===== config.mk =====
export PLATFORM = sky130hd
export DESIGN_NAME = m_control
export DESIGN_NICKNAME = d
export VERILOG_FILES = /design/src/rtl/m_control.sv
export SDC_FILE = /design/constraint.sdc
export NUM_CORES = 1
export LEC_CHECK = 0
export ABC_AREA = 1
export BUFFER_PORTS_ARGS = -buffer_cell sky130_fd_sc_hd__buf_2
export CAP_MARGIN = 20
export CORE_MARGIN = 2
export CORE_UTILIZATION = 40
export DETAILED_ROUTE_END_ITERATION = 7
export PLACE_DENSITY_LB_ADDON = 0.08
export SETUP_SLACK_MARGIN = 0.05
export SYNTH_ARGS = -nofsm -noshare
export SYNTH_HDL_FRONTEND = slang
export SYNTH_SLANG_ARGS = --single-unit

===== constraint.sdc =====
create_clock -name clk -period 2.4 [get_ports clk]
set_input_delay 0.48 -clock clk [delete_from_list [all_inputs] [get_ports clk]]
set_output_delay 0.48 -clock clk [all_outputs]
set_load 0.03 [all_outputs]

===== src/rtl/m_control.sv =====
// m_control: sequencer for the M-extension multiply/divide unit.
// Accepts one MUL*/DIV*/REM* op at a time and steps the m_registers
// datapath through load, multiply or 32-step restoring divide, then
// flags completion with the result select and sign-fixup request.
module m_control #(
    parameter int unsigned MUL_LAT = 2  // DSP product latency after A/B registered, 1..7
) (
    input  logic       clk,
    input  logic       resetn,
    input  logic       start,
    input  logic [2:0] funct3,
    input  logic       rs1_sign,
    input  logic       rs2_sign,
    input  logic       rs2_zero,
    input  logic       sub_neg,
    input  logic       flush,
    output logic       ready,
    output logic       done,
    output logic       res_sel,
    output logic       res_neg,
    output logic [1:0] mux_A,
    output logic [1:0] mux_B,
    output logic [2:0] mux_R,
    output logic [1:0] mux_D,
    output logic [1:0] mux_Z
);

    // m_registers select encodings
    localparam logic [1:0] A_ZERO       = 2'd0;
    localparam logic [1:0] A_KEEP       = 2'd1;
    localparam logic [1:0] A_R_SIGNED   = 2'd2;
    localparam logic [1:0] A_R_UNSIGNED = 2'd3;
    localparam logic [1:0] B_ZERO       = 2'd0;
    localparam logic [1:0] B_KEEP       = 2'd1;
    localparam logic [1:0] B_D_SIGNED   = 2'd2;
    localparam logic [1:0] B_D_UNSIGNED = 2'd3;
    localparam logic [2:0] R_KEEP       = 3'd0;
    localparam logic [2:0] R_A          = 3'd1;
    localparam logic [2:0] R_A_NEG      = 3'd2;
    localparam logic [2:0] R_MULT_LOWER = 3'd3;
    localparam logic [2:0] R_SUB_KEEP   = 3'd4;
    localparam logic [1:0] D_KEEP       = 2'd0;
    localparam logic [1:0] D_B          = 2'd1;
    localparam logic [1:0] D_B_NEG      = 2'd2;
    localparam logic [1:0] D_SHR        = 2'd3;
    localparam logic [1:0] Z_KEEP       = 2'd0;
    localparam logic [1:0] Z_ZERO       = 2'd1;
    localparam logic [1:0] Z_MULT_UPPER = 2'd2;
    localparam logic [1:0] Z_SHL_ADD    = 2'd3;

    // Last MWAIT count value; only meaningful when MUL_LAT > 1
    localparam logic [4:0] MWAIT_LAST = 5'((MUL_LAT > 1) ? (MUL_LAT - 2) : 0);

    typedef enum logic [2:0] {
        S_IDLE, S_LOAD, S_MOPR, S_MWAIT, S_MCAP, S_DITER, S_DONE
    } state_t;

    state_t     state, state_next;
    logic [4:0] cnt, cnt_next;
    logic [2:0] op_f3;
    logic       op_s1, op_s2, op_z;
    logic       accept;

    logic       op_div, op_signed, op_b_signed;
    logic [1:0] a_sel, b_sel;

    // The subtractor borrow is consumed inside m_registers (SUB_KEEP / SHL_ADD)
    logic       unused;
    assign unused = sub_neg;

    assign op_div      = op_f3[2];
    assign op_signed   = op_div ? !op_f3[0] : (op_f3 != 3'b011);
    assign op_b_signed = !op_f3[2] && !op_f3[1];
    assign a_sel       = op_signed ? A_R_SIGNED : A_R_UNSIGNED;
    assign b_sel       = op_b_signed ? B_D_SIGNED : B_D_UNSIGNED;
    assign accept      = start && ready && !flush;

    // State, counter and latched-operation registers
    always_ff @(posedge clk) begin
        if (!resetn) begin
            state <= S_IDLE;
            cnt   <= '0;
            op_f3 <= '0;
            op_s1 <= 1'b0;
            op_s2 <= 1'b0;
            op_z  <= 1'b0;
        end else begin
            state <= state_next;
            cnt   <= cnt_next;
            if (accept) begin
                op_f3 <= funct3;
                op_s1 <= rs1_sign;
                op_s2 <= rs2_sign;
                op_z  <= rs2_zero;
            end
        end
    end

    // Next-state, counter and datapath select decode
    always_comb begin
        state_next = state;
        cnt_next   = cnt;
        mux_A      = A_ZERO;
        mux_B      = B_ZERO;
        mux_R      = R_KEEP;
        mux_D      = D_KEEP;
        mux_Z      = Z_KEEP;
        ready      = (state == S_IDLE);
        done       = 1'b0;
        case (state)
            S_IDLE: begin
                if (start) state_next = S_LOAD;
            end
            S_LOAD: begin
                if (op_div) begin
                    mux_R      = (op_signed && op_s1) ? R_A_NEG : R_A;
                    mux_D      = (op_signed && op_s2) ? D_B_NEG : D_B;
                    mux_Z      = Z_ZERO;
                    cnt_next   = '0;
                    state_next = S_DITER;
                end else begin
                    mux_R      = R_A;
                    mux_D      = D_B;
                    state_next = S_MOPR;
                end
            end
            S_MOPR: begin
                mux_A      = a_sel;
                mux_B      = b_sel;
                cnt_next   = '0;
                state_next = (MUL_LAT > 1) ? S_MWAIT : S_MCAP;
            end
            S_MWAIT: begin
                mux_A = A_KEEP;
                mux_B = B_KEEP;
                if (cnt == MWAIT_LAST) state_next = S_MCAP;
                else                   cnt_next   = cnt + 5'd1;
            end
            S_MCAP: begin
                // A/B reload the same operands so MULT_UPPER sees its sign mode
                mux_A      = a_sel;
                mux_B      = b_sel;
                mux_R      = R_MULT_LOWER;
                mux_Z      = Z_MULT_UPPER;
                state_next = S_DONE;
            end
            S_DITER: begin
                mux_R = R_SUB_KEEP;
                mux_Z = Z_SHL_ADD;
                mux_D = D_SHR;
                if (cnt == 5'd31) state_next = S_DONE;
                else              cnt_next   = cnt + 5'd1;
            end
            S_DONE: begin
                done       = 1'b1;
                state_next = S_IDLE;
            end
            default: state_next = S_IDLE;
        endcase
        if (flush) begin
            state_next = S_IDLE;
            done       = 1'b0;
            mux_A      = A_ZERO;
            mux_B      = B_ZERO;
            mux_R      = R_KEEP;
            mux_D      = D_KEEP;
            mux_Z      = Z_KEEP;
        end
    end

    // Result select and sign fixup, presented only alongside done
    always_comb begin
        res_sel = 1'b0;
        res_neg = 1'b0;
        if (done) begin
            res_sel = (op_f3 == 3'b000) || (op_f3 == 3'b110) || (op_f3 == 3'b111);
            res_neg = ((op_f3 == 3'b100) && (op_s1 ^ op_s2) && !op_z)
                   || ((op_f3 == 3'b110) && op_s1);
        end
    end

endmodule


==> results of run 1 <==
## layer usage
| layer | up-vias | GRT usage [%] | share of wire, % | routed length (um) |
|---|---|---|---|---|
| met4 | 0 | 6.41 | 1.0 | 23 |
| li1 | 541 | - | - | - |
| met3 | 4 | 3.43 | 4.7 | 104 |
| met1 | 470 | 22.3 | 47 | 1060 |
| met5 | - | 0 | 0 | 0 |
| met2 | 20 | 32.1 | 47 | 1040 |
## worst max-delay path by stage
stage	to	slack (ns)	depth (start not counted)
after floorplan	mux_A[0]	0.25	6
after global routing	mux_A[0]	0.14	5
after detailed placement	res_neg	0.50	7
after global placement	res_neg	0.53	7
final	mux_R[0]	0.30	7
after CTS	mux_A[0]	0.28	5
## cell families (layout without fill, tap and decap cells)
family	after synthesis	after routing	share of synthesized area, %
AO/OA/AOI/OAI	29	29	16.4
adder cells (fa/ha/maj)	3	3	3.97
buffers and inverters	29	52	13.6
flip-flops	14	14	29.7
AND/OR/NAND/NOR	79	79	36.3
## cell usage after synthesis, drive strengths merged
cell type / count / area (um2)
a21boi: 1 / 7.51
a21oi: 17 / 88.8
a31oi: 1 / 6.26
buf: 4 / 35.0
dfxtp: 14 / 280
ha: 3 / 37.5
inv: 25 / 93.8
nand2: 37 / 139
nand3: 18 / 95.1
nand4: 3 / 18.8
nor2: 20 / 85.1
nor3: 1 / 5.00
o211ai: 1 / 7.51
o21ai: 9 / 45.0
## critical path, stage by stage, from the launching register on
cell	delay, ns
dfxtp_1	0.44
inv_1	0.14
nor2_1	0.18
nand2_1	0.07
inv_1	0.06
o21ai_0	0.09
a31oi_1	0.14
buf_2	0.22
## registers in the layout, indices dropped and copies added, names as in the netlist
| signal | flops |
|---|---|
| state | 3 |
| op_f3 | 3 |
| cnt | 5 |
| op_s1 | 1 |
| op_z | 1 |
| op_s2 | 1 |
## power by group
group          leakage (uW)  internal, uW  switching, uW  total, uW
Sequential         0.000114           242           8.72        251
Clock             0.0000138          58.0           70.3        128
Combinational      0.000432          25.7           53.4       79.1
## stage by stage
step	utilization [%]	cells	instance area [um2]
after floorplan	-	154	945
after global placement	48.1	202	1060
after detailed placement	48.1	202	1060
after CTS	49.2	205	1090
after global routing	49.2	205	1090
final	49.2	205	1090
## layout make-up
| type | instances | area [um2] |
|---|---|---|
| repair buffers | 24 | 120 |
| flip-flops and latches | 14 | 280 |
| inverters | 25 | 93.8 |
| fillers | 258 | 1120 |
| well taps | 28 | 35.0 |
| multi-input cells | 111 | 536 |
| clock buffers | 3 | 22.5 |
==> flow_summary_export.csv, run 1 <==
group,metric,value,unit
clocking,clock_latency,0.27,ns
clocking,tritoncts,"yes",
worst_setup_path,cp.arrival,1.62,ns
logic_synthesis,yosysWarnings,0,
placed_design,dp_hpwl,1820,um
sta,fin_setup_tns,0,ns
floorplanning,dieArea,2770,um2
sta,final-setup-viol-count,0,
floorplanning,start_util,42.7,%
sta,holdWs,0.466,ns
hold_path,worstHoldPathCells,2,
placed_design,place_ws,0.500,ns
worst_setup_path,crit_fanout,6,
drt,wire_per_inst,10.9,um
grt,grt_usage,18.4,%
placed_design,place_congestion,0.868,
floorplanning,die_h,52.6,um
clocking,hold_buffers,0,
grt,grt_max_degree,13,
sta,period_share,87.4,%
drt,routed_wl,2230,um
worst_setup_path,r2r-start,"cnt[0]$_SDFFE_PN0P_",
drt,drc,0,
sta,setup_slack,0.301,ns
floorplanning,num_io_pins,26,
drt,ant_nets,0,
worst_setup_path,worstPathRequired,1.92,ns
clocking,cts_htree_levels,1,
layout,layout_commonest_cell,"nand2_1",
floorplanning,row_count,17,
hold_path,hp-class,"reg2reg",
logic_synthesis,synth.cell_area,945,um2
power,power,458,uW
drt,drt_iter0_drc,8,
layout,drive_above_1_share,18.1,%
worst_setup_path,worstReg2RegEnd,"cnt[3]$_SDFFE_PN0P_",
power,power_density,422,nW/um2
layout,final_cell_mix,"37 x nand2_1, 24 x inv_1, 24 x buf_2, 18 x nor2_1, 17 x nand3_1",
grt,antenna_found_initial,0,
logic_synthesis,avgSynthCellArea,6.13,um2
sta,tightest_slew,0.332,ns
sta,drv_slew,0,
run,max_cap_viol_count,0,
sta,finClkSkew,0.00374,ns
grt,grt_pass1_vias,937,
layout,diodes,0,
worst_setup_path,critPathKind,"reg2out",
logic_synthesis,syn_nets,168,
drt,num_vias,1035,
sta,hold_violations,0,
layout,synthToLayoutAreaGrowth,15.1,%
grt,grt_pass1_wl,3810,um
drt,dr.pass1.iters,4,
sta,min_period,2.10,ns
sta,clock.fmax,476,MHz
outcome,status,"completed",
clocking,numCtsBuffers,3,
clocking,cts_setup_buffers,0,
logic_synthesis,syn-instance-count,154,
worst_setup_path,worst_setup_path_end_kind,"output pin",
drt,vias_per_cell,5.05,
grt,grt_overflow,0,
clocking,cts_buffer_depth,2,
floorplanning,dieWidth,52.6,um
logic_synthesis,synthDistinctLibCells,21,
clocking,cts_sinks,14,
logic_synthesis,ys_seq_elements,14,
placed_design,port_buffers,24,
hold_path,hp-start,"op_z$_SDFFE_PN0P_",
clocking,clk_transition_reported_paths,0.08,ns
power,ir_drop,0.000257,V
worst_setup_path,crit_start,"state[0]$_SDFFE_PP0P_",
floorplanning,core-area,2210,um2
worst_setup_path,critPathLaunchType,"register",
hold_path,whs_endpoint,"op_z$_SDFFE_PN0P_",
power,leakage,0.000560,uW
sta,rsz0062_at_grt,"false",
logic_synthesis,ys_seq_area_share,29.7,%
clocking,cts-resized-gates,0,
clocking,root_buffer,"clkbuf_4",
layout,finalNetCount,193,
worst_setup_path,reg2reg_depth,11,
sta,relSlewSlack,77.8,%
worst_setup_path,r2r_slack,0.77,ns
(Power assumes the default switching activity.)
==> inputs of run 2 (changes only) <==
--- a/config.mk
+++ b/config.mk
@@ -8,8 +8,10 @@
 export ABC_AREA = 1
 export BUFFER_PORTS_ARGS = -buffer_cell sky130_fd_sc_hd__buf_2
 export CAP_MARGIN = 20
+export CELL_PAD_IN_SITES_DETAIL_PLACEMENT = 2
+export CELL_PAD_IN_SITES_GLOBAL_PLACEMENT = 2
 export CORE_MARGIN = 2
-export CORE_UTILIZATION = 40
+export CORE_UTILIZATION = 25
 export DETAILED_ROUTE_END_ITERATION = 7
 export PLACE_DENSITY_LB_ADDON = 0.08
 export SETUP_SLACK_MARGIN = 0.05
==> flow_summary_export.csv, run 2 (same netlist as run 1, synthesis figures left out) <==
group,metric,value,unit
floorplanning,die_h,65.5,um
power,power,570,uW
clocking,cts_sinks,14,
worst_setup_path,critPathLaunchType,"register",
outcome,status,"completed",
clocking,clk_transition_reported_paths,0.06,ns
layout,regMostFlops,"cnt",
floorplanning,core-area,3630,um2
power,ir_drop,0.000258,V
sta,relSlewSlack,76.5,%
power,power_density,498,nW/um2
clocking,cts-resized-gates,0,
worst_setup_path,worstPathRequired,1.92,ns
layout,nFillCells,484,
run,max_cap_viol_count,0,
sta,clock.fmax,469,MHz
sta,final-setup-viol-count,0,
sta,tightest_slew,0.353,ns
sta,period_share,88.8,%
clocking,cts_buffer_depth,2,
floorplanning,start_util,26.0,%
drt,drc,0,
drt,vias_per_cell,4.79,
worst_setup_path,cp.arrival,1.65,ns
worst_setup_path,critPathKind,"reg2out",
clocking,hold_buffers,0,
placed_design,port_buffers,24,
drt,wire_per_inst,13.2,um
layout,largest_reg_flops,5,
floorplanning,num_io_pins,26,
sta,drv_slew,0,
clocking,root_buffer,"clkbuf_8",
power,leakage,0.000575,uW
grt,grt_overflow,0,
layout,diodes,0,
sta,rsz0062_at_grt,"false",
layout,fin_util,31.5,%
sta,holdWs,0.464,ns
drt,drt_iter0_drc,48,
drt,top_layer_used,"met4",
worst_setup_path,worst_setup_path_end_kind,"output pin",
floorplanning,dieWidth,65.5,um
clocking,tritoncts,"yes",
layout,top_regs,"cnt: 5 flops, op_f3: 3 flops, state: 3 flops",
worst_setup_path,crit_fanout,9,
grt,grt_max_degree,13,
hold_path,hp-class,"reg2reg",
floorplanning,row_count,22,
layout,finalNetCount,193,
layout,final_cell_mix,"37 x nand2_1, 24 x inv_1, 24 x buf_2, 18 x nor2_1, 17 x nand3_1",
sta,finClkSkew,0.00289,ns
clocking,cts_setup_buffers,0,
layout,drive_above_1_share,18.5,%
drt,routed-wl-met2,1480,um
clocking,cts_htree_levels,1,
layout,layout_commonest_cell,"nand2_1",
sta,min_period,2.13,ns
sta,fin_setup_tns,0,ns
worst_setup_path,slowest_stage,"dfxtp_1",
worst_setup_path,crit_chain,"nand3_1 > a21oi_2 > o21ai_0 > o21ai_1 > buf_2",
grt,antenna_found_initial,0,
sta,hold_violations,0,
grt,grt_pass1_vias,1155,
grt,grt_pass1_wl,5160,um
clocking,numCtsBuffers,3,
drt,dr_wl_met3,89,um
drt,dr.pass1.iters,4,
layout,synthToLayoutAreaGrowth,21.2,%
placed_design,place_congestion,0.749,
drt,routed_wl,2990,um
drt,wl_met1,1370,um
grt,grt_usage,15.8,%
layout,final-instance-count-excl-fill,226,
worst_setup_path,critical-path-max-stage-delay,0.53,ns
placed_design,dp_hpwl,2490,um
floorplanning,dieArea,4290,um2
placed_design,place_inst,222,
drt,ant_nets,0,
clocking,clock_latency,0.25,ns
drt,num_vias,1083,
==> run 2: cell count changes in the layout (fill, tap and decap cells not counted) <==
| cell | change |
|---|---|
| clkbuf_4 | -3 |
| clkbuf_8 | +4 |
==> run 2: stage by stage <==
stage / worst slack, ns / instance area, um2
after floorplan: 0.246 / 945
after global placement: 0.493 / 1090
after detailed placement: 0.480 / 1090
after CTS: 0.214 / 1140
after global routing: 0.103 / 1140
final: 0.268 / 1140
==> run 2: power breakdown <==
group          internal (uW)  total (uW)  leakage, uW  switching, uW
Combinational           25.8        82.5     0.000432           56.7
Sequential               243         251     0.000114           8.70
Clock                    146         236    0.0000288           90.6
Total                    414         570     0.000575            156
==> run 2: per-layer routing <==
layer	vias to the layer above	track usage, %
met3	5	2.40
li1	542	-
met2	17	29.1
met4	0	6.25
met1	519	18.1
met5	-	0
==> run 2: worst paths after layout <==
path / end / cells after the start / slack [ns] / startpoint
min: op_z$_SDFFE_PN0P_ / 2 / 0.46 / op_z$_SDFFE_PN0P_
min reg2reg: op_z$_SDFFE_PN0P_ / 2 / 0.46 / op_z$_SDFFE_PN0P_
max: mux_A[0] / 5 / 0.27 / state[2]$_SDFFE_PP0P_
max reg2reg: cnt[3]$_SDFFE_PN0P_ / 11 / 0.71 / cnt[0]$_SDFFE_PN0P_
==> run 2: worst max-delay path: cells and delay by family (launching register included) <==
kind,cells,cell delay [ns]
AND/OR/NAND/NOR,1,0.20
AO/OA/AOI/OAI,3,0.47
flip-flops,1,0.53
buffers and inverters,1,0.21
==> run 2: layout make-up <==
cell class	count	area (um2)	area share (%)
clock buffer	4	55.1	4.81
inverter	25	93.8	8.20
multi-input combinational	111	536	46.8
sequential	14	280	24.5
tap	48	60.1	5.25
timing repair buffer	24	120	10.5
